[src/rtl/ode_sub_pkg.sv]
// rtl/ode_sub_pkg.sv - shared constants and types for the ODE subtractor/monitor stages
package ode_sub_pkg;

    localparam int WIDTH_DEF = 16;
    localparam logic [WIDTH_DEF-1:0] SAT_MAX = 16'h7FFF;

    typedef enum logic [1:0] {
        IDLE  = 2'd0,
        RUN   = 2'd1,
        DRAIN = 2'd2,
        DONE  = 2'd3
    } mon_state_t;

endpackage

[src/rtl/abs_sat.sv]
// rtl/abs_sat.sv - saturating absolute value of a two's complement difference
module abs_sat
    import ode_sub_pkg::*;
#(
    parameter int WIDTH = WIDTH_DEF
) (
    input  logic [WIDTH-1:0] diff,
    input  logic             ovf,
    output logic [WIDTH-1:0] abs_out
);

    localparam logic [WIDTH-1:0] SAT      = {1'b0, {(WIDTH-1){1'b1}}};
    localparam logic [WIDTH-1:0] MOST_NEG = {1'b1, {(WIDTH-1){1'b0}}};

    // The most negative code has no positive twin, so it pins to the largest magnitude.
    always_comb begin
        abs_out = diff;
        if (ovf || (diff == MOST_NEG)) begin
            abs_out = SAT;
        end else if (diff[WIDTH-1]) begin
            abs_out = '0 - diff;
        end
    end

endmodule

[src/rtl/diff_convergence_monitor.sv]
// rtl/diff_convergence_monitor.sv - per-vector max|diff| vs tolerance convergence verdict
// Optional macro FAIL_INDEX_EN adds fail_idx/fail_hit outputs.
module diff_convergence_monitor
    import ode_sub_pkg::*;
#(
    parameter int WIDTH = WIDTH_DEF,
    parameter int LEN_W = 8
) (
    input  logic             clk,
    input  logic             rst_n,
    input  logic             start,
    input  logic [LEN_W-1:0] vec_len,
    input  logic [WIDTH-1:0] tol,
    input  logic             in_valid,
    output logic             in_ready,
    input  logic [WIDTH-1:0] diff,
    input  logic             diff_ovf,
    output logic             busy,
    output logic             done,
    output logic             converged,
    output logic [WIDTH-1:0] max_abs,
`ifdef FAIL_INDEX_EN
    output logic [LEN_W-1:0] fail_idx,
    output logic             fail_hit,
`endif
    output logic             ovf_seen
);

    localparam logic [LEN_W-1:0] ONE_LEN = {{(LEN_W-1){1'b0}}, 1'b1};

    mon_state_t       state_q, state_d;
    logic [LEN_W-1:0] vec_len_q, vec_len_d;
    logic [WIDTH-1:0] tol_q, tol_d;
    logic [LEN_W-1:0] count_q, count_d;
    logic [WIDTH-1:0] abs_q, abs_d;
    logic             abs_vld_q, abs_vld_d;
    logic             abs_ovf_q, abs_ovf_d;
    logic [WIDTH-1:0] max_abs_q, max_abs_d;
    logic             ovf_seen_q, ovf_seen_d;
    logic             done_q, done_d;
    logic             converged_q, converged_d;
`ifdef FAIL_INDEX_EN
    logic [LEN_W-1:0] abs_idx_q, abs_idx_d;
    logic [LEN_W-1:0] fail_idx_q, fail_idx_d;
    logic             fail_hit_q, fail_hit_d;
`endif

    logic [WIDTH-1:0] abs_w;
    logic [WIDTH-1:0] max_new;
    logic             ovf_new;
    logic             xfer;

    abs_sat #(.WIDTH(WIDTH)) u_abs_sat (
        .diff    (diff),
        .ovf     (diff_ovf),
        .abs_out (abs_w)
    );

    always_comb begin
        state_d     = state_q;
        vec_len_d   = vec_len_q;
        tol_d       = tol_q;
        count_d     = count_q;
        done_d      = 1'b0;
        converged_d = converged_q;

        xfer      = (state_q == RUN) && in_valid;
        abs_vld_d = xfer;
        abs_ovf_d = xfer && diff_ovf;
        abs_d     = abs_w;

        // Accumulate the element registered by the abs stage on the previous cycle.
        max_new = max_abs_q;
        ovf_new = ovf_seen_q;
        if (abs_vld_q) begin
            if (abs_q > max_abs_q) begin
                max_new = abs_q;
            end
            if (abs_ovf_q) begin
                ovf_new = 1'b1;
            end
        end
        max_abs_d  = max_new;
        ovf_seen_d = ovf_new;

`ifdef FAIL_INDEX_EN
        abs_idx_d  = count_q;
        fail_idx_d = fail_idx_q;
        fail_hit_d = fail_hit_q;
        if (abs_vld_q && !fail_hit_q && ((abs_q > tol_q) || abs_ovf_q)) begin
            fail_hit_d = 1'b1;
            fail_idx_d = abs_idx_q;
        end
`endif

        case (state_q)
            IDLE, DONE: begin
                if (start) begin
                    vec_len_d   = vec_len;
                    tol_d       = tol;
                    count_d     = '0;
                    max_abs_d   = '0;
                    ovf_seen_d  = 1'b0;
                    converged_d = 1'b0;
                    abs_vld_d   = 1'b0;
`ifdef FAIL_INDEX_EN
                    fail_idx_d  = '0;
                    fail_hit_d  = 1'b0;
`endif
                    if (vec_len == '0) begin
                        state_d     = DONE;
                        done_d      = 1'b1;
                        converged_d = 1'b1;
                    end else begin
                        state_d = RUN;
                    end
                end
            end
            RUN: begin
                if (xfer) begin
                    count_d = count_q + ONE_LEN;
                    if ((count_q + ONE_LEN) == vec_len_q) begin
                        state_d = DRAIN;
                    end
                end
            end
            DRAIN: begin
                state_d     = DONE;
                done_d      = 1'b1;
                converged_d = (max_new <= tol_q) && !ovf_new;
            end
            default: state_d = IDLE;
        endcase
    end

    always_ff @(posedge clk or negedge rst_n) begin
        if (!rst_n) begin
            state_q     <= IDLE;
            vec_len_q   <= '0;
            tol_q       <= '0;
            count_q     <= '0;
            abs_q       <= '0;
            abs_vld_q   <= 1'b0;
            abs_ovf_q   <= 1'b0;
            max_abs_q   <= '0;
            ovf_seen_q  <= 1'b0;
            done_q      <= 1'b0;
            converged_q <= 1'b0;
`ifdef FAIL_INDEX_EN
            abs_idx_q   <= '0;
            fail_idx_q  <= '0;
            fail_hit_q  <= 1'b0;
`endif
        end else begin
            state_q     <= state_d;
            vec_len_q   <= vec_len_d;
            tol_q       <= tol_d;
            count_q     <= count_d;
            abs_q       <= abs_d;
            abs_vld_q   <= abs_vld_d;
            abs_ovf_q   <= abs_ovf_d;
            max_abs_q   <= max_abs_d;
            ovf_seen_q  <= ovf_seen_d;
            done_q      <= done_d;
            converged_q <= converged_d;
`ifdef FAIL_INDEX_EN
            abs_idx_q   <= abs_idx_d;
            fail_idx_q  <= fail_idx_d;
            fail_hit_q  <= fail_hit_d;
`endif
        end
    end

    assign in_ready  = (state_q == RUN);
    assign busy      = (state_q == RUN) || (state_q == DRAIN);
    assign done      = done_q;
    assign converged = converged_q;
    assign max_abs   = max_abs_q;
    assign ovf_seen  = ovf_seen_q;
`ifdef FAIL_INDEX_EN
    assign fail_idx  = fail_idx_q;
    assign fail_hit  = fail_hit_q;
`endif

endmodule
[config.mk]
export PLATFORM = sky130hd
export DESIGN_NAME = diff_convergence_monitor
export DESIGN_NICKNAME = d
export VERILOG_FILES = /design/src/rtl/ode_sub_pkg.sv /design/src/rtl/abs_sat.sv /design/src/rtl/diff_convergence_monitor.sv
export SDC_FILE = /design/constraint.sdc
export NUM_CORES = 1
export LEC_CHECK = 0
export CORE_MARGIN = 2
export CORE_UTILIZATION = 50
export CTS_CLUSTER_DIAMETER = 30
export CTS_CLUSTER_SIZE = 14
export DETAILED_ROUTE_END_ITERATION = 8
export PLACE_DENSITY = 0.81
export SYNTH_ARGS = -nofsm -noshare
export SYNTH_HDL_FRONTEND = slang
export SYNTH_HIERARCHICAL = 1
export SYNTH_SLANG_ARGS = --single-unit
[constraint.sdc]
create_clock -name clk -period 3.71 [get_ports clk]
set_input_delay 0.742 -clock clk [delete_from_list [all_inputs] [get_ports clk]]
set_output_delay 0.742 -clock clk [all_outputs]
set_load 0.1 [all_outputs]
==> flow_summary.yaml, run 1 <==
setup_path:
  slowest_delay_ns: 0.50
  crit_top_cell: "a21o_1"
  timing.critical_path.slowest_stage_cell: "dfrtp_4"
  cp_max_fo: 11
  cp.buffers_inverters: 2
  critical_path_required_ns: 3.93
  crit_path_launch_type: "flop"
  criticalPathCategory: "reg2reg"
  critical_path_cell_sequence: "inv_1, ha_1, a21o_1, a21o_1, a211o_1, o211a_4, buf_12, mux2_4, ha_4, nand4_1, or2_4, nor2_2, o21ai_2, a211oi_2, o22ai_1"
  worst_setup_path_end_kind: "flop"
  critical_path.top_delay_family: "compound AO/OA/AOI/OAI gates"
  critPathLaunch: "max_abs[13]"
  critical_path_arrival_ns: 3.97
  regToRegStartpoint: "max_abs[13]"
synth:
  ys_seq_elements: 71
  synth_fp_nets: 527
  yosysMostFrequentCell: "dfrtp_1"
  yosys_most_used_dff: "dfrtp_1"
  post-synth-top-area-cell: "dfrtp_1"
  synth_top_area_share_pct: 39.41
  postSynth.asyncResetShare_pct: 100.0
  synth_top_cells_by_count: "71 x dfrtp_1, 57 x nand2_1, 39 x inv_1"
  mean_syn_cell_area_um2: 10.13
  warnings_synthesis: 6
  ys_seq_area_share_pct: 39.41
  synth.cell_area_um2: 4508
  synth.top_cells.by_area: "dfrtp_1 39%, ha_1 10%, mux2_2 6.2%"
  postSynthCellCount: 445
  ys_types: 58
  synth_edf_count: 0
floorplan:
  die_area_um2: 9792
  floorplan.core_area_um2: 8721
  fp.dieH_um: 98.96
  std_cell_rows: 34
  start_util_pct: 51.69
  dieWidth_um: 98.96
  num_io_pins: 66
clock_network:
  clock_sinks: 71
  cts_tree: "built"
  clk_path_buf_depth: 2
  htree_levels: 3
  hold_buffers: 0
  worst_skew_pair_latency_ns: 0.34
  clock_transition_at_path_regs_ns: 0.08
  clockRootBuffer: "clkbuf_8"
  number_of_cts_inserted_buffers: 9
power_and_ir_drop:
  p_switching_mw: 1.798
  sw_frac_of_total_pct: 44.19
  clockPowerShare_pct: 15.9
  cellPowerDensity_nw_per_um2: 696.6
  power.total_mw: 4.068
  internal-power_mw: 2.270
  power_leakage_nw: 2.502
  combinationalPowerShare_pct: 54.5
  power.sequential.fraction_pct: 29.5
  ir_worst_vdd_mv: 0.2814
timing:
  layout_min_cycle_time_ns: 3.743
  worst_pin_slew_ns: 1.045
  achievable-frequency_ghz: 0.2672
  maxSlewViolCount: 0
  finalHoldViolations: 0
  fin_skew_ns: 0.01124
  setup_viol_count_final: 1
  fin_crit_sh_pct: 100.9
  final.setup.worst_slack_ns: -0.03252
  grt_setup_unrepaired: "yes"
  worst_case_headroom_to_the_max_slew_limit_pct: 29.41
  fin_hold_ws_ns: 0.4664
global_route:
  grt_pass1_vias: 3670
  global_route_wire_length_before_repair_um: 18190
  maximum_number_of_pins_on_one_net_before_global_route_repair: 32
  grt_antenna_before_repair: 0
  grt_overflow_total: 0
  grt_use_total_pct: 23.10
placement:
  globalplace.congestion: 0.8934
  numPlacedInstances: 611
  post-place-ws_ns: -0.2217
  dp.final_hpwl_um: 7754
  port_buffers: 65
cells_and_area:
  stdcell_count: 638
  final_layout_size_suffix_gt1_share_pct: 22.83
  area_growth_syn_to_layout_pct: 29.53
  antenna_cells_inserted: 0
  nets_final: 607
job:
  max_cap_violations: 0
status:
  status: "finished, violations left"
  failed_checks: "negative setup slack"
detailed_routing:
  wire_per_inst_um: 17.24
  routed_wl_um: 11000
  firstDrtPassIters: 4
  antenna_left: 0
  first_iter_violations: 179
  avgViaCountPerCell: 5.777
  vias: 3686
  detail_route.drc_violations: 0
worst_hold_path:
  timing.hold.worst.class: "in2async"
cell usage in the layout, fill, tap and decap left out, types with 5 or more instances in the layout:
cell type	count
a21o_1	10
a21oi_1	11
a22o_1	7
a31oi_1	6
buf_4	21
clkbuf_8	11
clkdlybuf4s50_1	62
dfrtp_1	55
dfrtp_4	14
ha_1	28
ha_4	9
inv_1	38
mux2_1	8
mux2_2	27
mux2i_1	19
nand2_1	56
nand3_1	6
nand4_1	11
nor2_1	10
nor3_1	5
o21ai_0	7
xnor2_1	13
xor2_1	8
worst paths after layout:
path,endpoint,slack [ns],depth (start not counted)
setup reg to reg,converged,-0.03,15
hold / removal,max_abs[2],0.47,1
setup / recovery,converged,-0.03,15
max in group asynchronous,max_abs[14],2.44,2
min in group clk,tol_q[5],0.51,1
hold reg to reg,tol_q[5],0.51,1
cell type report:
cell class                 instances  area (um^2)
fill                             639         2882
multi-input combinational        318         2695
sequential                        71         1832
timing repair buffer              86        823.3
clock buffer                      11        151.4
inverter                          39        146.4
tap                              108        135.1
clock inverter                     5        56.30
timing repair:
item | CTS | global route
setup buffers | 7 | 4
setup endpoints to repair | 1 | 1
resized for setup | 6 | 21
pin swaps | 3 | 11
layer usage:
metal | GRT usage (%) | vias up | wire [um]
met5 | 0 | - | 0
li1 | - | 1749 | -
met2 | 37.06 | 124 | 5219
met1 | 31.91 | 1789 | 4937
met4 | 7.903 | 0 | 250
met3 | 3.759 | 24 | 588
power groups by stage:
stage	sequential [mW]	combinational (mW)	clock (mW)
after floorplan	1.50	1.20	0
after detailed placement	1.21	2.00	0
after global routing	1.23	2.41	0.692
after global placement	1.19	1.94	0
final	1.20	2.22	0.648
after CTS	1.19	2.07	0.653
metrics by stage:
stage	TNS, ns	area, um^2	util, %
3_3_place_gp	-0.04696	5356	61.42
4_1_cts	0	5652	64.81
2_1_floorplan	0	4573	-
5_1_grt	-0.1603	5839	66.96
3_5_place_dp	-0.2217	5356	61.42
6_report	-0.03252	5839	66.96
sequential cells by signal, summed over array words and instances (netlist names):
name,cells
count_q,8
vec_len_q,8
abs_ovf_q,1
converged,1
done,1
tol_q,16
abs_q,16
ovf_seen,1
abs_vld_q,1
max_abs,16
state_q,2
logic make-up (layout without fill, tap and decap cells):
kind of cell / after synthesis / count (layout) / share of synthesized area [%]
fa+ha+maj: 37 / 37 / 10.27
buf+inv: 56 / 141 / 5.273
compound gates: 76 / 76 / 12.60
simple gates: 126 / 126 / 14.15
xor+xnor: 21 / 21 / 4.080
flops: 71 / 71 / 39.41
mux: 58 / 58 / 14.21
No activity file was read; power rests on OpenSTA's default activity.
==> run 2, diff against run 1 <==
--- a/config.mk
+++ b/config.mk
@@ -5,6 +5,7 @@
 export SDC_FILE = /design/constraint.sdc
 export NUM_CORES = 1
 export LEC_CHECK = 0
+export CORE_ASPECT_RATIO = 0.75
 export CORE_MARGIN = 2
 export CORE_UTILIZATION = 50
 export CTS_CLUSTER_DIAMETER = 30
==> run 2 against run 1 <==
Effect of this change: maximum frequency rose by 2.1%; critical endpoint unchanged; via count rose by 3.1%; non-clock buffer count rose by 1; combinational power rose by 4%; the flow now finishes without violations; sequential cell count did not move; sequential power barely moved; largest power group unchanged; highest routed layer unchanged; global-route usage rose by 0.61 points; first-iteration DRC count rose by 96%; power rose by 6.8%.
==> flow_summary.yaml, run 2 (same netlist as run 1, synthesis figures left out) <==
setup_path:
  cp.buffers_inverters: 3
  r2r_setup_slack_ns: 0.05
  crit_path_launch_type: "flop"
  critical_path_required_ns: 3.96
  regToRegStartpoint: "max_abs[1]"
  rr_worst_depth: 17
  worst_setup_path_end_kind: "flop"
  critical_path.top_delay_family: "compound AO/OA/AOI/OAI gates"
  cp_max_fo: 5
  timing.critical_path.slowest_stage_cell: "dfrtp_4"
  slowest_delay_ns: 0.47
  criticalPathCategory: "reg2reg"
  critical_path_arrival_ns: 3.91
  critical_path_cell_sequence: "inv_1, ha_1, nor2b_4, o211ai_2, a2111oi_4, a211o_1, buf_6, o211ai_4, buf_6, mux2_4, ha_4, a21o_1, nand3_2, a21oi_2, a2111oi_4, a211oi_2, o22ai_1"
  critical_path.reg2reg.endpoint: "converged"
timing:
  finalHoldViolations: 0
  worst_case_headroom_to_the_max_slew_limit_pct: 30.84
  maxSlewViolCount: 0
  fin_hold_ws_ns: 0.5096
  fin_skew_ns: 0.008084
  setup_tns_ns: 0
  worst_pin_slew_ns: 1.037
  fin_crit_sh_pct: 98.77
  layout_min_cycle_time_ns: 3.664
  setup_viol_count_final: 0
  achievable-frequency_ghz: 0.2729
detailed_routing:
  first_iter_violations: 351
  top_signal_layer_used: "met4"
  met2RoutedLength_um: 5377
  firstDrtPassIters: 5
  vias: 3799
  antenna_left: 0
  met1_length_um: 5102
  routed_wl_um: 11660
  wl_met3_um: 969
  avgViaCountPerCell: 5.945
  detail_route.drc_violations: 0
  wire_per_inst_um: 18.24
cells_and_area:
  most-common-layout-cells: "62 x clkdlybuf4s50_1, 56 x nand2_1, 55 x dfrtp_1"
  antenna_cells_inserted: 0
  final_common_cell: "clkdlybuf4s50_1"
  stdcell_count: 639
  nets_final: 608
  final_layout_size_suffix_gt1_share_pct: 24.11
  post_route_cell_area_um2: 5968
  area_growth_syn_to_layout_pct: 32.39
clock_network:
  clock_sinks: 71
  cts_tree: "built"
  clock_transition_at_path_regs_ns: 0.06
  number_of_cts_inserted_buffers: 9
  worst_skew_pair_latency_ns: 0.33
  htree_levels: 3
  clk_path_buf_depth: 2
  clockRootBuffer: "clkbuf_16"
floorplan:
  start_util_pct: 52.42
  std_cell_rows: 29
  num_io_pins: 66
  dieWidth_um: 113.6
  fp.dieH_um: 86.23
  floorplan.core_area_um2: 8600
  die_area_um2: 9799
worst_hold_path:
  timing.hold.worst.class: "reg2reg"
  timing.hold.worst_path_depth: 1
  worst_min_delay_path_endpoint: "tol_q[9]"
  beginning_of_the_worst_hold_path: "tol_q[9]"
power_and_ir_drop:
  power_leakage_nw: 2.543
  cellPowerDensity_nw_per_um2: 727.8
  ir_worst_vdd_mv: 0.3126
  power.total_mw: 4.344
placement:
  dp.final_hpwl_um: 7983
  numPlacedInstances: 612
  total_placed_instance_area_um2: 5364
  globalplace.congestion: 0.8980
  port_buffers: 65
global_route:
  global_route_wire_length_before_repair_um: 18150
  grt_overflow_total: 0
  grt_use_total_pct: 23.72
  maximum_number_of_pins_on_one_net_before_global_route_repair: 49
  grt_pass1_vias: 3676
  grt_antenna_before_repair: 0
job:
  max_cap_violations: 0
status:
  status: "completed"
## run 2: timing repair
action,in CTS,in global routing
buffers inserted,5,6
gates resized for setup,4,36
setup endpoints to repair,1,1
hold buffers,0,0
pin swaps,4,18
gates cloned,0,0
## run 2: where the power goes
group          switching [mW]  internal [mW]  total [mW]
clock network           0.354          0.479       0.832
logic                    1.37          0.937        2.31
registers               0.185           1.02        1.21
## run 2: layout make-up
| type | count | area (um^2) |
|---|---|---|
| fillers | 614 | 2631 |
| flip-flops and latches | 71 | 1832 |
| clock inverters | 6 | 50.05 |
| clock buffers | 10 | 239.0 |
| multi-input cells | 318 | 2716 |
| inverters | 39 | 146.4 |
| well taps | 108 | 135.1 |
| repair buffers | 87 | 849.6 |
## run 2: how the worst max path moves through the flow
stage	start	to	depth (start not counted)
floorplan	max_abs[13]	converged	16
global placement	max_abs[1]	converged	15
detailed placement	max_abs[1]	converged	16
CTS	max_abs[1]	converged	16
global route	max_abs[1]	converged	17
finish	max_abs[1]	converged	17
## run 2: routing by layer
| layer | vias to the layer above | GRT usage (%) |
|---|---|---|
| met4 | 0 | 5.987 |
| met3 | 23 | 5.524 |
| met5 | - | 0 |
| met2 | 179 | 37.18 |
| li1 | 1755 | - |
| met1 | 1842 | 33.60 |
## run 2: per-stage QoR
step,util (%),setup WS [ns]
after global placement,62.37,0.1238
final,69.40,0.04561
after floorplan,-,0.001189
after global routing,69.40,-0.07117
after detailed placement,62.37,-0.02765
after CTS,66.45,0.01377
==> RTL edit, RTL diff (settings of run 1) <==
The parameter `LEN_W` goes from 8 to 16.
--- a/src/rtl/diff_convergence_monitor.sv
+++ b/src/rtl/diff_convergence_monitor.sv
@@ -5,5 +5,5 @@
 #(
     parameter int WIDTH = WIDTH_DEF,
-    parameter int LEN_W = 8
+    parameter int LEN_W = 16
 ) (
     input  logic             clk,
Interface: changed (resized vec_len); port bits go from 66 to 74. No check against the original RTL was run, so the function may have changed too.
==> RTL edit against run 1 <==
Cell count up 23%; total power up 27%; sequential share of layout area up 3.2 points; wire length up 13%; final area up 8.6%; synthesized area up 17%; critical path depth up 2; worst setup slack better by 320 ps; sequential cell count up 16.
==> RTL edit: results (changes against run 1) <==
Invs w/o clock - 40 (was 39)
GR Layer Usage met3 - 5.03% (was 3.76%)
Worst skew pair latency - 370 ps (was 340 ps)
Met2 Usage GRT - 34.5% (was 37.1%)
Critical Path Max Stage Delay - 380 ps (was 500 ps)
Vias in the first global route - 4247 (was 3670)
Clock transition at the registers of the reported paths - 90 ps
Worst VDD drop - 0.000595 V (was 0.000281 V)
Setup TNS - 0 ps (was -32.5 ps)
DR WL/cell - 15.8 um (was 17.2 um)
Nets - 734 (was 607)
Total GRT Usage - 22.7% (was 23.1%)
Layout cells sized above 1 - 11.7% (was 22.8%)
DRT Pass-1 Iters - 5 (was 4)
Non-clock buffer share of cell area - 12.1% (was 14.1%)
Switching pwr - 2.48 mW (was 1.80 mW)
First-pass GRT wire length - 20300 um (was 18200 um)
Multi-input combinational area share - 44.4% (was 46.2%)
Filler cells - 851 (was 639)
Synth area leaders - dfrtp_1, nand2_1, ha_1 (was dfrtp_1, ha_1, mux2_2)
Met2 wire length - 5440 um (was 5220 um)
Via/cell ratio - 5.57 (was 5.78)
Clock Buffer Count - 12 (was 11)
Pwr dens - 816 mW/mm2 (was 697 mW/mm2)
Worst path slowest cell - mux2_2 (was dfrtp_4)
Placer Congestion - 0.879 (was 0.893)
Clock skew - 14.1 ps (was 11.2 ps)
Sequential Area - 0.00219 mm2 (was 0.00183 mm2)
Signal buffers - 79 (was 86)
Wl on met1 - 5920 um (was 4940 um)
Most common library cells after synthesis - nand2_1, dfrtp_1, o21ai_0 (was dfrtp_1, nand2_1, inv_1)
Port bufs - 73 (was 65)
Post_cts resized - 0 (was 6)
Setup Buffers After CTS - 0 (was 7)
Crit-path max FO - 14 (was 11)
WL met3 - 822 um (was 588 um)
Iter 0 DRT Violations - 277 (was 179)
Placed wire-length estimate - 9250 um (was 7750 um)
Number of multi-input logic gates - 427 (was 318)
Yosys reg bits - 87 (was 71)
Post-synth cell types - 57 (was 58)
Pleak - 2.75 nW (was 2.50 nW)
Sequential area share after synthesis - 41.4% (was 39.4%)
Worst rel slew slack - 30.1% (was 29.4%)
Largest net degree at the start of global routing - 67 (was 32)
Met1 Usage GRT - 32.6% (was 31.9%)
Status - finished, final reports clean (was finished, violations left)
Synth warn - 6 (unchanged)
Syn Nets - 667 (was 527)
[RTL edit: metrics by stage]
| step | setup WS (ps) | cell area (um2) | std cells |
|---|---|---|---|
| finish | 286 | 6340 | 785 |
| global route | 53.1 | 6340 | 785 |
| CTS | 289 | 6340 | 785 |
| detailed placement | 305 | 6100 | 769 |
| global placement | 443 | 6100 | 769 |
| floorplan | 29.9 | 5270 | 577 |
[RTL edit: worst max-delay path, delay by kind of cell (launching register included)]
kind / cells / cell delay, ps
flops: 1 / 370
simple gates: 2 / 240
buf+inv: 2 / 320
compound gates: 10 / 1420
fa+ha+maj: 2 / 580
mux: 1 / 380
[RTL edit: path summary, 6_finish.rpt]
check,startpoint,to,cells after the start,slack [ps]
worst max-delay path,max_abs[9]$_DFF_PN0_,converged$_DFFE_PN0P_,17,290
worst min-delay path,rst_n,abs_q[13]$_DFF_PN0_,1,470
worst max register to register,max_abs[9]$_DFF_PN0_,converged$_DFFE_PN0P_,17,290
worst min register to register,vec_len_q[15]$_DFFE_PN0P_,vec_len_q[15]$_DFFE_PN0P_,2,500
max in group asynchronous,rst_n,vec_len_q[2]$_DFFE_PN0P_,2,2440
min in group clk,vec_len_q[15]$_DFFE_PN0P_,vec_len_q[15]$_DFFE_PN0P_,2,500
[RTL edit: kinds of logic after synthesis]
kind of cell	Yosys count	synth area share, %
flops	87	41.4
simple gates	236	22.5
mux	17	4.24
compound gates	102	12.2
buf+inv	63	4.93
fa+ha+maj	37	8.81
xor+xnor	35	5.84
[RTL edit: power groups by stage]
stage | combinational (mW) | clock [mW] | sequential [mW]
floorplan | 1.53 | 0 | 2.09
global placement | 2.80 | 0 | 1.48
detailed placement | 2.89 | 0 | 1.49
CTS | 2.90 | 0.794 | 1.48
global route | 3.18 | 0.835 | 1.52
finish | 2.91 | 0.784 | 1.48
